$ cat src/rtl/srm_controller.sv
// -----------------------------------------------------------------------------
// srm_controller
//   Instruction decoder and control FSM for the Simple RISC Machine. It steps
//   each instruction through fetch, decode, execute and write-back. On every
//   cycle it drives all of the datapath, IR, PC, data-address and memory-command
//   controls.
//
//   This is a Moore machine: every output is a function of the registered state
//   and of the current instr fields. An asynchronous reset therefore drops all
//   write, memory and load strobes at once.
//
// Ports
//   clk        rising-edge clock
//   reset      asynchronous, active-low; 0 forces state RST
//   instr      current instruction register contents
//   vsel       one-hot write-back source (C / PC / sximm8 / mdata)
//   readnum    register file read index
//   writenum   register file write index
//   write      register file write enable
//   loada      load datapath register A
//   loadb      load datapath register B
//   asel       1 = force 0 onto ALU A input
//   bsel       1 = sximm5 onto ALU B input
//   shift      shifter control
//   ALUop      00 ADD, 01 SUB, 10 AND, 11 NOT B
//   loadc      load result register C
//   loads      load Z/V/N status
//   load_ir    load IR from mdata
//   load_pc    load PC
//   reset_pc   PC next-value = 0
//   addr_sel   1 = memory address from PC, 0 = data-address register
//   load_addr  load data-address register from C[8:0]
//   mem_cmd    00 NONE, 01 READ, 10 WRITE
//   halted     FSM is parked in HALT
// -----------------------------------------------------------------------------
module srm_controller #(
  parameter logic [3:0] VSEL_C     = 4'b0001,
  parameter logic [3:0] VSEL_PC    = 4'b0010,
  parameter logic [3:0] VSEL_IMM8  = 4'b0100,
  parameter logic [3:0] VSEL_MDATA = 4'b1000
) (
  input  logic        clk,
  input  logic        reset,
  input  logic [15:0] instr,
  output logic [3:0]  vsel,
  output logic [2:0]  readnum,
  output logic [2:0]  writenum,
  output logic        write,
  output logic        loada,
  output logic        loadb,
  output logic        asel,
  output logic        bsel,
  output logic [1:0]  shift,
  output logic [1:0]  ALUop,
  output logic        loadc,
  output logic        loads,
  output logic        load_ir,
  output logic        load_pc,
  output logic        reset_pc,
  output logic        addr_sel,
  output logic        load_addr,
  output logic [1:0]  mem_cmd,
  output logic        halted
);

  localparam logic [1:0] MEM_NONE  = 2'b00;
  localparam logic [1:0] MEM_READ  = 2'b01;
  localparam logic [1:0] MEM_WRITE = 2'b10;

  typedef enum logic [4:0] {
    S_RST, S_IF1, S_IF2, S_UPDATE_PC, S_DECODE,
    S_WRITE_IMM, S_GET_A, S_GET_B, S_EXEC, S_WRITE_REG,
    S_ADDR, S_LD_ADDR, S_MEM_RD, S_LDR_WB,
    S_STR_RD, S_STR_C, S_MEM_WR, S_HALT
  } state_t;

  state_t state, state_next;

  logic [2:0] opcode, rn, rd, rm;
  logic [1:0] op, sh;

  assign opcode = instr[15:13];
  assign op     = instr[12:11];
  assign rn     = instr[10:8];
  assign rd     = instr[7:5];
  assign sh     = instr[4:3];
  assign rm     = instr[2:0];

  // Instruction classes shared by the EXEC outputs and the next-state logic.
  logic is_mov_reg, is_mvn, is_cmp, is_mem;
  assign is_mov_reg = ({opcode, op} == 5'b110_00);
  assign is_mvn     = ({opcode, op} == 5'b101_11);
  assign is_cmp     = ({opcode, op} == 5'b101_01);
  assign is_mem     = (opcode == 3'b011) || (opcode == 3'b100);

  // NOTE: registered state uses non-blocking assignment so that every flop
  // samples the pre-edge value; blocking here would race other clocked logic.
  always_ff @(posedge clk or negedge reset) begin
    if (!reset) state <= S_RST;
    else        state <= state_next;
  end

  always_comb begin
    // NOTE: every output and the next state get a default before the case, so
    // no path through it leaves a signal unassigned (which would infer a latch).
    state_next = state;
    vsel       = 4'b0000;
    readnum    = 3'b000;
    writenum   = 3'b000;
    write      = 1'b0;
    loada      = 1'b0;
    loadb      = 1'b0;
    asel       = 1'b0;
    bsel       = 1'b0;
    shift      = 2'b00;
    ALUop      = 2'b00;
    loadc      = 1'b0;
    loads      = 1'b0;
    load_ir    = 1'b0;
    load_pc    = 1'b0;
    reset_pc   = 1'b0;
    addr_sel   = 1'b0;
    load_addr  = 1'b0;
    mem_cmd    = MEM_NONE;
    halted     = 1'b0;

    unique case (state)
      S_RST: begin
        reset_pc   = 1'b1;
        load_pc    = 1'b1;
        state_next = S_IF1;
      end
      S_IF1: begin
        addr_sel   = 1'b1;
        mem_cmd    = MEM_READ;
        state_next = S_IF2;
      end
      S_IF2: begin
        addr_sel   = 1'b1;
        mem_cmd    = MEM_READ;
        load_ir    = 1'b1;
        state_next = S_UPDATE_PC;
      end
      S_UPDATE_PC: begin
        load_pc    = 1'b1;
        state_next = S_DECODE;
      end
      S_DECODE: begin
        case ({opcode, op})
          5'b110_10:                   state_next = S_WRITE_IMM;
          5'b110_00, 5'b101_11:        state_next = S_GET_B;
          5'b101_00, 5'b101_01,
          5'b101_10:                   state_next = S_GET_A;
          5'b011_00, 5'b100_00:        state_next = S_GET_A;
          default:                     state_next = S_HALT;
        endcase
      end
      S_WRITE_IMM: begin
        vsel       = VSEL_IMM8;
        writenum   = rn;
        write      = 1'b1;
        state_next = S_IF1;
      end
      S_GET_A: begin
        readnum    = rn;
        loada      = 1'b1;
        state_next = is_mem ? S_ADDR : S_GET_B;
      end
      S_GET_B: begin
        readnum    = rm;
        loadb      = 1'b1;
        state_next = S_EXEC;
      end
      S_EXEC: begin
        // MOV/MVN ignore A; MOV passes B through as 0 + B.
        asel       = is_mov_reg || is_mvn;
        shift      = sh;
        ALUop      = (opcode == 3'b110) ? 2'b00 : op;
        loadc      = 1'b1;
        loads      = is_cmp;
        state_next = is_cmp ? S_IF1 : S_WRITE_REG;
      end
      S_WRITE_REG: begin
        vsel       = VSEL_C;
        writenum   = rd;
        write      = 1'b1;
        state_next = S_IF1;
      end
      S_ADDR: begin
        bsel       = 1'b1;
        loadc      = 1'b1;
        state_next = S_LD_ADDR;
      end
      S_LD_ADDR: begin
        load_addr  = 1'b1;
        state_next = (opcode == 3'b011) ? S_MEM_RD : S_STR_RD;
      end
      S_MEM_RD: begin
        mem_cmd    = MEM_READ;
        state_next = S_LDR_WB;
      end
      S_LDR_WB: begin
        mem_cmd    = MEM_READ;
        vsel       = VSEL_MDATA;
        writenum   = rd;
        write      = 1'b1;
        state_next = S_IF1;
      end
      S_STR_RD: begin
        readnum    = rd;
        loadb      = 1'b1;
        state_next = S_STR_C;
      end
      S_STR_C: begin
        // Route Rd through the ALU as 0 + B so it lands in C for mdata-out.
        asel       = 1'b1;
        loadc      = 1'b1;
        state_next = S_MEM_WR;
      end
      S_MEM_WR: begin
        mem_cmd    = MEM_WRITE;
        state_next = S_IF1;
      end
      S_HALT: begin
        halted     = 1'b1;
        state_next = S_HALT;
      end
      default: state_next = S_RST;
    endcase
  end

endmodule

$ cat config.mk
export PLATFORM = sky130hd
export DESIGN_NAME = srm_controller
export DESIGN_NICKNAME = d
export VERILOG_FILES = /design/src/rtl/srm_controller.sv
export SDC_FILE = /design/constraint.sdc
export NUM_CORES = 1
export LEC_CHECK = 0
export BUFFER_PORTS_ARGS = -buffer_cell sky130_fd_sc_hd__buf_2
export CAP_MARGIN = 20
export CORE_MARGIN = 3
export CORE_UTILIZATION = 35
export CTS_CLUSTER_DIAMETER = 30
export DETAILED_ROUTE_END_ITERATION = 12
export PLACE_DENSITY = 0.69
export SLEW_MARGIN = 20
export SYNTH_ARGS = -nofsm -noshare
export SYNTH_HDL_FRONTEND = slang
export SYNTH_SLANG_ARGS = --single-unit
$ cat constraint.sdc
create_clock -name clk -period 1.4 [get_ports clk]
set_input_delay 0.28 -clock clk [delete_from_list [all_inputs] [get_ports clk]]
set_output_delay 0.28 -clock clk [all_outputs]
set_load 0.05 [all_outputs]
==> impl_metrics.env, run 1 <==
export IMPL_status="did not finish"
export IMPL_haltStage="clock tree synthesis"
export IMPL_stop_error="[ERROR DPL-0038] Utilization greater than 100%, impossible to legalize"
export IMPL_routabilityCongestion=0.814
export IMPL_yosysTopAreaCell="dfrtp_1"
export IMPL_hold_buffers=1
export IMPL_top_level_ports=47
export IMPL_syn_cell_area_um2=802
export IMPL_cts_buffer_depth=2
export IMPL_seq_area_frac_synth_pct=15.6
export IMPL_yosysWarnings=0
export IMPL_synth_edf_count=0
export IMPL_cts_root_buf="clkbuf_4"
export IMPL_yosysUniqueCellTypes=44
export IMPL_ys_async_sr_fraction_pct=100
export IMPL_cts_resized=104
export IMPL_post_cts_buffers=20
export IMPL_htree_levels=1
export IMPL_dpl_hpwl_um=2780
export IMPL_die_h_um=53.9
export IMPL_synth_ff_latch_count=5
export IMPL_synthCells=117
export IMPL_port_buffers=45
export IMPL_cts_made_buffers=3
export IMPL_pre_cts_slack_ns=-0.428
export IMPL_syn_area_per_cell_um2=6.85
export IMPL_synth_top_area_share_pct=15.6
export IMPL_synth_main_ff_cell="dfrtp_1"
export IMPL_start_util_pct=38.9
export IMPL_clock_sinks=5
export IMPL_syn_nets=135
export IMPL_die_w_um=53.9
export IMPL_rows=16
export IMPL_dpl_cell_area_um2=1610
export IMPL_synth_area_leaders="dfrtp_1, nand2_1, nor2_1"
==> per-stage QoR <==
step           hold slack (ns)  TNS (ns)  instances  util [%]
2_1_floorplan          -0.0156     -4.73        117         -
3_5_place_dp            0.0969     -8.51        225      78.0
3_3_place_gp            0.0914     -7.82        225      78.0
==> synth_stat cells (2+ instances only) <==
library cell  instances
nand2_1              16
nor2_1               16
a22oi_1               6
nor3_1                6
a21oi_1               5
and2_1                5
dfrtp_1               5
nor2b_1               5
buf_2                 4
nand2b_1              4
a21o_1                3
inv_1                 3
or2_2                 3
a221o_1               2
buf_4                 2
clkbuf_1              2
o2111ai_1             2
o22ai_1               2
==> cell families after synthesis <==
logic type             Yosys count  share of synthesized area [%]
AND/OR/NAND/NOR                 70                           48.4
AO/OA/AOI/OAI                   30                           28.9
buffers and inverters           11                           6.71
flip-flops                       5                           15.6
other                            1                          0.468
==> run 2, diff against run 1 <==
--- a/config.mk
+++ b/config.mk
@@ -8,10 +8,9 @@
 export BUFFER_PORTS_ARGS = -buffer_cell sky130_fd_sc_hd__buf_2
 export CAP_MARGIN = 20
 export CORE_MARGIN = 3
-export CORE_UTILIZATION = 35
-export CTS_CLUSTER_DIAMETER = 30
+export CORE_UTILIZATION = 20
 export DETAILED_ROUTE_END_ITERATION = 12
-export PLACE_DENSITY = 0.69
+export PLACE_DENSITY_LB_ADDON = 0.15
 export SLEW_MARGIN = 20
 export SYNTH_ARGS = -nofsm -noshare
 export SYNTH_HDL_FRONTEND = slang
==> constraint.sdc (replaced) <==
create_clock -name clk -period 1.8 [get_ports clk]
set_input_delay 0.36 -clock clk [delete_from_list [all_inputs] [get_ports clk]]
set_output_delay 0.36 -clock clk [all_outputs]
set_load 0.05 [all_outputs]
==> run 2 against run 1 <==
Against the previous run: the flow now finishes, with violations (negative setup slack); synthesized cell count unchanged; area after synthesis unchanged.
==> impl_metrics.env, run 2 <==
export IMPL_syn_nets=135
export IMPL_yosysTopAreaCell="dfrtp_1"
export IMPL_grt_antenna_before_repair=0
export IMPL_dpl_hpwl_um=2530
export IMPL_viasPerCell=4.91
export IMPL_n_antenna_cell=0
export IMPL_routabilityCongestion=0.795
export IMPL_finalCritPeriodShare_pct=112
export IMPL_setup_slack_ns=-0.209
export IMPL_core_um2=3770
export IMPL_grt_total_usage_pct=13.5
export IMPL_switching_share_pct=50.8
export IMPL_p_seq_share_pct=6.3
export IMPL_design_die_area_um2=4810
export IMPL_top_level_ports=47
export IMPL_cts_tree="done"
export IMPL_ys_async_sr_fraction_pct=100
export IMPL_multi_input_area_um2=931
export IMPL_worstSetupPathType="register to output port"
export IMPL_ys_top_cells_by_count="nand2_1, nor2_1, a22oi_1, nor3_1"
export IMPL_instances_no_fill=260
export IMPL_grt_start_max_net_pins=12
export IMPL_first_pass_iters=4
export IMPL_register_area_um2=129
export IMPL_synth_ff_latch_count=5
export IMPL_die_h_um=69.3
export IMPL_layout_common_cells="buf_4, buf_6, buf_2, buf_8, nand2_1"
export IMPL_violations="negative setup slack"
export IMPL_cp_data_required_time_ns=1.44
export IMPL_crit_path_start_kind="register"
export IMPL_synthCells=117
export IMPL_internal_power_w=0.00182
export IMPL_pre_cts_slack_ns=-0.0820
export IMPL_clk_pin_slew_ns=0.04
export IMPL_grt_setup_unrepaired="yes"
export IMPL_cts_root_buf="clkbuf_8"
export IMPL_total_power_w=0.00370
export IMPL_hold_class="primary input to asynchronous set/reset pin"
export IMPL_critPathBufInv=2
export IMPL_n_fill_cell=319
export IMPL_cts_buffer_depth=2
export IMPL_largest_reg_flops=5
export IMPL_syn_cell_area_um2=802
export IMPL_period_needed_ns=2.01
export IMPL_syn_area_per_cell_um2=6.85
export IMPL_slowest_stage="dfrtp_1"
export IMPL_peakVddDrop_mv=0.836
export IMPL_path_max_fanout=7
export IMPL_clock_sinks=5
export IMPL_final_common_cell="buf_4"
export IMPL_clock_fmax_ghz=0.498
export IMPL_antenna_left=0
export IMPL_endpoint_kind="output port"
export IMPL_powerDensity_nw_per_um2=1760
export IMPL_critPathMaxStageDelay_ns=0.39
export IMPL_cp_depth=6
export IMPL_drtIter0Drc=49
export IMPL_p_leak_nw=0.911
export IMPL_htree_levels=1
export IMPL_fin_util_pct=55.9
export IMPL_drc_errors=0
export IMPL_rows=22
export IMPL_cp_top_family="simple AND/OR/NAND/NOR gates"
export IMPL_die_w_um=69.3
export IMPL_finClkSkew_ns=0.00166
export IMPL_yosysUniqueCellTypes=44
export IMPL_grt_pass1_vias=1200
export IMPL_synth_area_leaders="dfrtp_1, nand2_1, nor2_1"
export IMPL_cap_violations=0
export IMPL_grt_pass1_wl_um=5550
export IMPL_synth_edf_count=0
export IMPL_vias=1276
export IMPL_hold_violations=0
export IMPL_port_buffers=45
export IMPL_clk_latency_ns=0.22
export IMPL_top_regs="state (5)"
export IMPL_syn_to_final_growth_pct=163
export IMPL_wirelength_um=3820
export IMPL_r2r_cells=8
export IMPL_crit_chain="buf_6 > or3b_4 > nor2_4 > a22oi_2 > nand2_2 > buf_8"
export IMPL_regMostFlops="state"
export IMPL_worstPathArrival_ns=1.65
export IMPL_synth_top_area_share_pct=15.6
export IMPL_placed_cells=234
export IMPL_seq_area_frac_synth_pct=15.6
export IMPL_start_util_pct=21.3
export IMPL_slew_viol_final=0
export IMPL_overflow=0
export IMPL_finalNetCount=231
export IMPL_yosysWarnings=0
export IMPL_cts_made_buffers=3
export IMPL_status="finished, violations left"
export IMPL_setup_viol=18
export IMPL_wl_per_cell_um=14.7
export IMPL_pwr_share_clk_pct=5.8
export IMPL_power_combinational_fraction_pct=87.9
export IMPL_drive_above_1_share_pct=75.5
export IMPL_p_switching_w=0.00188
export IMPL_synth_main_ff_cell="dfrtp_1"
[run 2: cell counts after synthesis]
Identical to the previous run, type by type.
[run 2: through the flow]
step,TNS (ns),area [µm²],hold slack [ns]
global route,-3.29,2110,0.494
floorplan,-1.73,883,0.0644
global placement,-0.447,1390,0.183
CTS,-2.20,1790,0.492
detailed placement,-0.520,1390,0.181
finish,-2.04,2110,0.484
[run 2: worst paths after layout]
kind / startpoint / end / slack [ns]
worst max-delay path: state[3] / readnum[1] / -0.21
worst min-delay path: reset / state[4] / 0.48
worst max register to register: state[4] / state[0] / 0.02
worst min register to register: state[4] / state[1] / 0.63
max in group asynchronous: reset / state[0] / 1.17
min in group clk: instr[15] / state[1] / 0.63
[run 2: per-layer routing]
metal	wire length (µm)	GRT usage, %	up-vias
met1	1630	18.0	626
met2	1990	22.4	32
met5	0	0	-
met4	6	1.52	0
li1	-	-	616
met3	191	3.77	2
[run 2: cell type report]
type | instances | share of cell area, %
clock buffers | 4 | 2.14
inverters | 3 | 0.712
multi-input cells | 101 | 44.2
flip-flops and latches | 5 | 6.11
well taps | 48 | 2.85
repair buffers | 99 | 44.0
[run 2: cells by family after synthesis]
kind of cell | Yosys count | synth area share [%]
and+or+nand+nor | 70 | 48.4
AOI/OAI and AO/OA | 30 | 28.9
buffers and inverters | 11 | 6.71
DFF | 5 | 15.6
other | 1 | 0.468
[run 2: power by group through the flow]
stage	clock network, W	registers (W)	logic, W
after floorplan	0	0.000197	0.00141
after global placement	0	0.000220	0.00210
after detailed placement	0	0.000223	0.00209
after CTS	0.000217	0.000241	0.00264
final	0.000213	0.000234	0.00325
after global routing	0.000230	0.000239	0.00341
[run 2: repair_timing]
| item | CTS | global route |
|---|---|---|
| setup buffers | 8 | 14 |
| hold endpoints to repair | 5 | 0 |
| setup endpoints to repair | 28 | 28 |
| pin swaps | 13 | 25 |
| resized for setup | 84 | 53 |
| hold buffers | 1 | 0 |
No activity file was read; power rests on OpenSTA's default activity.
